$ cat config.mk
export PLATFORM = sky130hd
export DESIGN_NAME = puf_race_controller
export DESIGN_NICKNAME = d
export VERILOG_FILES = /design/src/rtl/puf_race_controller_pkg.sv /design/src/rtl/puf_race_controller_sync_2ff.sv /design/src/rtl/puf_race_controller.sv
export SDC_FILE = /design/constraint.sdc
export NUM_CORES = 1
export LEC_CHECK = 0
export CAP_MARGIN = 10
export CORE_UTILIZATION = 43
export DETAILED_ROUTE_END_ITERATION = 10
export PLACE_DENSITY_LB_ADDON = 0.08
export SKIP_CTS_REPAIR_TIMING = 1
export SYNTH_ARGS = -nofsm -noshare
export SYNTH_HDL_FRONTEND = slang
export SYNTH_HIERARCHICAL = 1
export SYNTH_SLANG_ARGS = --single-unit
$ cat constraint.sdc
create_clock -name clk -period 2.63 [get_ports clk]
set_clock_uncertainty 0.15 [all_clocks]
set_input_delay 0.526 -clock clk [delete_from_list [all_inputs] [get_ports clk]]
set_output_delay 0.526 -clock clk [all_outputs]
set_load 0.01 [all_outputs]
$ cat src/rtl/puf_race_controller_pkg.sv
// Shared definitions for the arbiter-PUF race controller: state encodings, counter widths, vote helper.
package puf_race_controller_pkg;

   localparam int unsigned STATE_W = 3;
   localparam int unsigned CNT_W   = 8;
   localparam int unsigned ONES_W  = 8;

   localparam logic [2:0] S_IDLE  = 3'd0;
   localparam logic [2:0] S_LOAD  = 3'd1;
   localparam logic [2:0] S_FIRE  = 3'd2;
   localparam logic [2:0] S_HOLD  = 3'd3;
   localparam logic [2:0] S_RELAX = 3'd4;
   localparam logic [2:0] S_DONE  = 3'd5;

   // Strict majority of an odd number of votes.
   function automatic logic majority(input logic [ONES_W-1:0] ones,
                                     input logic [ONES_W-1:0] votes);
      return ones > (votes >> 1);
   endfunction

endpackage

$ cat src/rtl/puf_race_controller_sync_2ff.sv
// Two-flop synchronizer for the asynchronous DFF-arbiter output; intentionally unreset.
module puf_race_controller_sync_2ff (
   input  logic clk,
   input  logic d_i,
   output logic q_o
);

   (* ASYNC_REG = "TRUE", KEEP = "TRUE" *) logic meta_q;
   (* ASYNC_REG = "TRUE", KEEP = "TRUE" *) logic sync_q;

   always_ff @(posedge clk) begin
      meta_q <= d_i;
      sync_q <= meta_q;
   end

   assign q_o = sync_q;

endmodule

$ cat src/rtl/puf_race_controller.sv
// Sequences one arbiter-PUF evaluation and majority-votes VOTE_COUNT races into a response bit.
// Optional PUF_UNSTABLE_FLAG_EN adds a non-unanimous (unstable) flag.
module puf_race_controller
   import puf_race_controller_pkg::*;
#(
   parameter int unsigned CHAL_WIDTH     = 64,
   parameter int unsigned PDL_WIDTH      = 8,
   parameter int unsigned SETTLE_CYCLES  = 4,
   parameter int unsigned CAPTURE_CYCLES = 4,
   parameter int unsigned VOTE_COUNT     = 5
) (
   input  logic                  clk,
   input  logic                  reset,
   input  logic                  start_i,
   input  logic [CHAL_WIDTH-1:0] challenge_i,
   input  logic [PDL_WIDTH-1:0]  pdl_cfg_i,
   output logic                  busy_o,
   output logic                  done_o,
   output logic                  response_o,
   output logic [ONES_W-1:0]     ones_count_o,
   output logic                  unstable_o,
   output logic [CHAL_WIDTH-1:0] puf_challenge_o,
   output logic [PDL_WIDTH-1:0]  puf_pdl_cfg_o,
   output logic                  puf_trigger_o,
   input  logic                  puf_arb_q_i
);

   localparam logic [CNT_W-1:0]  SETTLE_LAST  = CNT_W'(SETTLE_CYCLES - 1);
   localparam logic [CNT_W-1:0]  CAPTURE_LAST = CNT_W'(CAPTURE_CYCLES - 1);
   localparam logic [ONES_W-1:0] VOTES        = ONES_W'(VOTE_COUNT);

   logic [STATE_W-1:0]    state_q, state_d;
   logic [CNT_W-1:0]      cnt_q, cnt_d;
   logic [ONES_W-1:0]     votes_q, votes_d;
   logic [ONES_W-1:0]     ones_q, ones_d;
   logic [CHAL_WIDTH-1:0] chal_q, chal_d;
   logic [PDL_WIDTH-1:0]  pdl_q, pdl_d;
   logic                  resp_q, resp_d;
   logic                  busy_q, busy_d;
   logic                  done_q, done_d;
   logic                  trig_q, trig_d;
   logic                  unst_q, unst_d;
   logic                  arb_sync;

   puf_race_controller_sync_2ff u_sync (
      .clk (clk),
      .d_i (puf_arb_q_i),
      .q_o (arb_sync)
   );

   // Next-state, counters and registered-output lookahead.
   always_comb begin
      state_d = state_q;
      cnt_d   = cnt_q;
      votes_d = votes_q;
      ones_d  = ones_q;
      chal_d  = chal_q;
      pdl_d   = pdl_q;
      resp_d  = resp_q;
      unst_d  = unst_q;
      case (state_q)
         S_IDLE: begin
            if (start_i) begin
               chal_d  = challenge_i;
               pdl_d   = pdl_cfg_i;
               ones_d  = '0;
               votes_d = '0;
               resp_d  = 1'b0;
               unst_d  = 1'b0;
               cnt_d   = SETTLE_LAST;
               state_d = S_LOAD;
            end
         end
         S_LOAD: begin
            if (cnt_q == '0) state_d = S_FIRE;
            else             cnt_d   = cnt_q - CNT_W'(1);
         end
         S_FIRE: begin
            cnt_d   = CAPTURE_LAST;
            state_d = S_HOLD;
         end
         S_HOLD: begin
            if (cnt_q == '0) begin
               if (arb_sync && (ones_q < VOTES)) ones_d = ones_q + ONES_W'(1);
               votes_d = votes_q + ONES_W'(1);
               cnt_d   = SETTLE_LAST;
               state_d = S_RELAX;
            end else begin
               cnt_d = cnt_q - CNT_W'(1);
            end
         end
         S_RELAX: begin
            if (cnt_q != '0) begin
               cnt_d = cnt_q - CNT_W'(1);
            end else if (votes_q == VOTES) begin
               resp_d  = majority(ones_q, VOTES);
`ifdef PUF_UNSTABLE_FLAG_EN
               unst_d  = (ones_q != '0) && (ones_q != VOTES);
`endif
               state_d = S_DONE;
            end else begin
               state_d = S_FIRE;
            end
         end
         S_DONE:  state_d = S_IDLE;
         default: state_d = S_IDLE;
      endcase
      busy_d = (state_d != S_IDLE);
      done_d = (state_d == S_DONE);
      trig_d = (state_d == S_FIRE) || (state_d == S_HOLD);
   end

   always_ff @(posedge clk) begin
      if (reset) begin
         state_q <= S_IDLE;
         cnt_q   <= '0;
         votes_q <= '0;
         ones_q  <= '0;
         chal_q  <= '0;
         pdl_q   <= '0;
         resp_q  <= 1'b0;
         busy_q  <= 1'b0;
         done_q  <= 1'b0;
         trig_q  <= 1'b0;
         unst_q  <= 1'b0;
      end else begin
         state_q <= state_d;
         cnt_q   <= cnt_d;
         votes_q <= votes_d;
         ones_q  <= ones_d;
         chal_q  <= chal_d;
         pdl_q   <= pdl_d;
         resp_q  <= resp_d;
         busy_q  <= busy_d;
         done_q  <= done_d;
         trig_q  <= trig_d;
         unst_q  <= unst_d;
      end
   end

   assign busy_o          = busy_q;
   assign done_o          = done_q;
   assign response_o      = resp_q;
   assign ones_count_o    = ones_q;
   assign unstable_o      = unst_q;
   assign puf_challenge_o = chal_q;
   assign puf_pdl_cfg_o   = pdl_q;
   assign puf_trigger_o   = trig_q;

endmodule
==> results.cfg <==
[cts]
cts-root-buf = clkbuf_8
cts.clk_slew.worst_paths_ps = 90
clock_latency_ps = 350
cts_made_buffers = 9
clk_path_buf_depth = 2
htree_levels = 3
cts_tree = done
clock_sinks = 105

[min_path]
hp-class = reg -> reg
holdPathStages = 0

[worst_setup_path]
crit_required_ps = 2770
cp_slowest_cell = or4_1
worstPathMaxFanout = 9
critPathLaunchType = flip-flop
worstPathCellList = inv_1 > ha_1 > nor3b_1 > and2_1 > o21ai_2 > or4_1 > a21oi_1
cpLargestDelayFamily = simple AND/OR/NAND/NOR gates
crit_path_end_kind = flip-flop
critPathKind = reg -> reg
slowest_delay_ps = 420
worst_ep_arrival_time_ps = 2450
crit_buf_inv = 1
crit_cells = 7
rr_worst_depth = 7

[sta]
worstMarginPinSlew_ps = 523
whs_ps = 190
fin_tns_setup_ps = 0
relSlewSlack_pct = 65.1
final-setup-viol-count = 0
maxSlewViolCount = 0
rsz0062_at_grt = false
finalHoldViolCount = 0
period_needed_ps = 2310
max_freq_ghz = 0.433
finalCritPeriodShare_pct = 87.9

[logic_synthesis]
synth_area_sq_mm = 0.00408
synth_seq_area_share_pct = 51.5
synth_async_sr_flop_share_pct = 0
synth.distinct_cells = 48
yosys.area.top_type = dfxtp_1
yosysWarnings = 6
syn_avg_cell_area_sq_um = 8.24
synth-main-ff-cell = dfxtp_1
syn-num-nets = 578
synth_edf_count = 0
ys_top_cells_by_area = dfxtp_1 (52%), nand2_1 (14%), a21oi_1 (10%), ha_1 (2.1%), nor2_1 (1.6%)
synth.top_cell.area_share_pct = 51.5
synth_cells = 495
ys_seq_elements = 105

[cells_and_area]
fin_nets = 724
final_cell_mix = clkdlybuf4s50_1 (158), nand2_1 (154), dfxtp_1 (105)
drive_above_1_share_pct = 5.12
area_delta_synth_final_pct = 46.2
final_common_cell = clkdlybuf4s50_1
antenna_cells = 0

[global_route]
use_met3_pct = 7.45
grt-ovfl-total = 0
grt_start_max_net_pins = 60
track_usage_pct = 20.4
grt_pass1_wl_microns = 16300
grt_pass1_vias = 3628
antenna_found_initial = 0
grt_busiest_layer = met2
grtUsageMet2_pct = 34.2
met1_usage_pct = 23.8

[drt]
via_per_inst = 5.05
dr_total_vias = 3813
drt_iter0_markers = 176
dr.pass1.iters = 4
drt_wl_total_microns = 9900
drc_errors = 0
wl_per_cell_microns = 13.1
ant_nets = 0

[floorplan]
fp-row-count = 35
dieArea_sq_mm = 0.00988
die_y_microns = 99.4
start_util_pct = 44.4
ioPinCount = 161
die_w_microns = 99.4
core_region_area_sq_mm = 0.00920

[placed_design]
hpwl_microns = 6900
io_buffers = 159
gp_congestion = 0.813

[power_and_ir_drop]
power.leakage_nw = 2.18
vdd_drop_max_mv = 0.514
power.density_mw_per_mm2 = 877

[status]
status = finished clean

[run]
cap_violations = 0
Yosys cell counts (2+ instances only):
library cell	n
nand2_1	154
dfxtp_1	105
a21oi_1	84
nor2_1	17
clkbuf_1	14
buf_2	12
inv_1	10
ha_1	7
a211oi_1	5
and2_1	5
nand3_1	5
nor3_1	5
o21ai_0	5
or2_2	5
or3_1	5
xnor2_1	5
nand2b_1	4
nand4_1	4
a21boi_1	3
buf_4	3
nor3b_1	3
or4_1	3
mux2i_1	2
nor4_1	2
o211ai_1	2
o21a_1	2
o32ai_1	2
xor2_1	2
path summary, 6_finish.rpt:
kind / to / startpoint / slack [ps]
setup / recovery: ones_count_o[2]$_SDFFE_PP0P_ / cnt_q[0]$_SDFFE_PP0P_ / 320
hold / removal: u_sync/q_o$_DFF_P_ / u_sync/meta_q$_DFF_P_ / 190
setup reg to reg: ones_count_o[2]$_SDFFE_PP0P_ / cnt_q[0]$_SDFFE_PP0P_ / 320
hold reg to reg: u_sync/q_o$_DFF_P_ / u_sync/meta_q$_DFF_P_ / 190
layer usage:
layer,vias up,part of all wire (%),routed length (microns)
li1,1933,-,-
met4,0,2.0,199
met5,-,0,0
met2,126,47,4630
met3,16,8.1,800
met1,1738,43,4270
cells by family after synthesis:
group,Yosys count,synth area share [%]
buffers and inverters,40,4.33
XOR/XNOR,7,1.50
other,1,0.0919
adder cells (fa/ha/maj),7,2.15
multiplexers,2,0.491
AO/OA/AOI/OAI,113,16.1
AND/OR/NAND/NOR,220,23.8
flip-flops,105,51.5
state kept, by name (all words and copies together) (netlist names), 3 cells and up:
signal,flops
cnt_q,8
state_q,3
puf_pdl_cfg_o,8
votes_q,8
puf_challenge_o,64
ones_count_o,8
power by group:
part           internal [mW]  total [mW]  switching [mW]
logic                  0.958        2.04            1.08
clock network          0.557        1.08           0.518
registers               1.89        2.12           0.226
through the flow:
stage               total power [mW]  area [sq um]  setup WS, ps  utilization (%)  instances
global placement                4.14          5750           344             62.5        741
global route                    5.60          5960           192             64.8        755
floorplan                       3.36          4080           620                -        495
CTS                             5.28          5960           345             64.8        755
detailed placement              4.20          5750           307             62.5        741
finish                          5.23          5960           319             64.8        755
area by class of cell:
cell class	count	area, sq um
sequential	105	2100
clock inverter	4	77.6
clock buffer	10	138
tap	111	139
fill	781	3230
multi-input combinational	350	1810
inverter	10	37.5
timing repair buffer	165	1660
(Power assumes the default switching activity.)
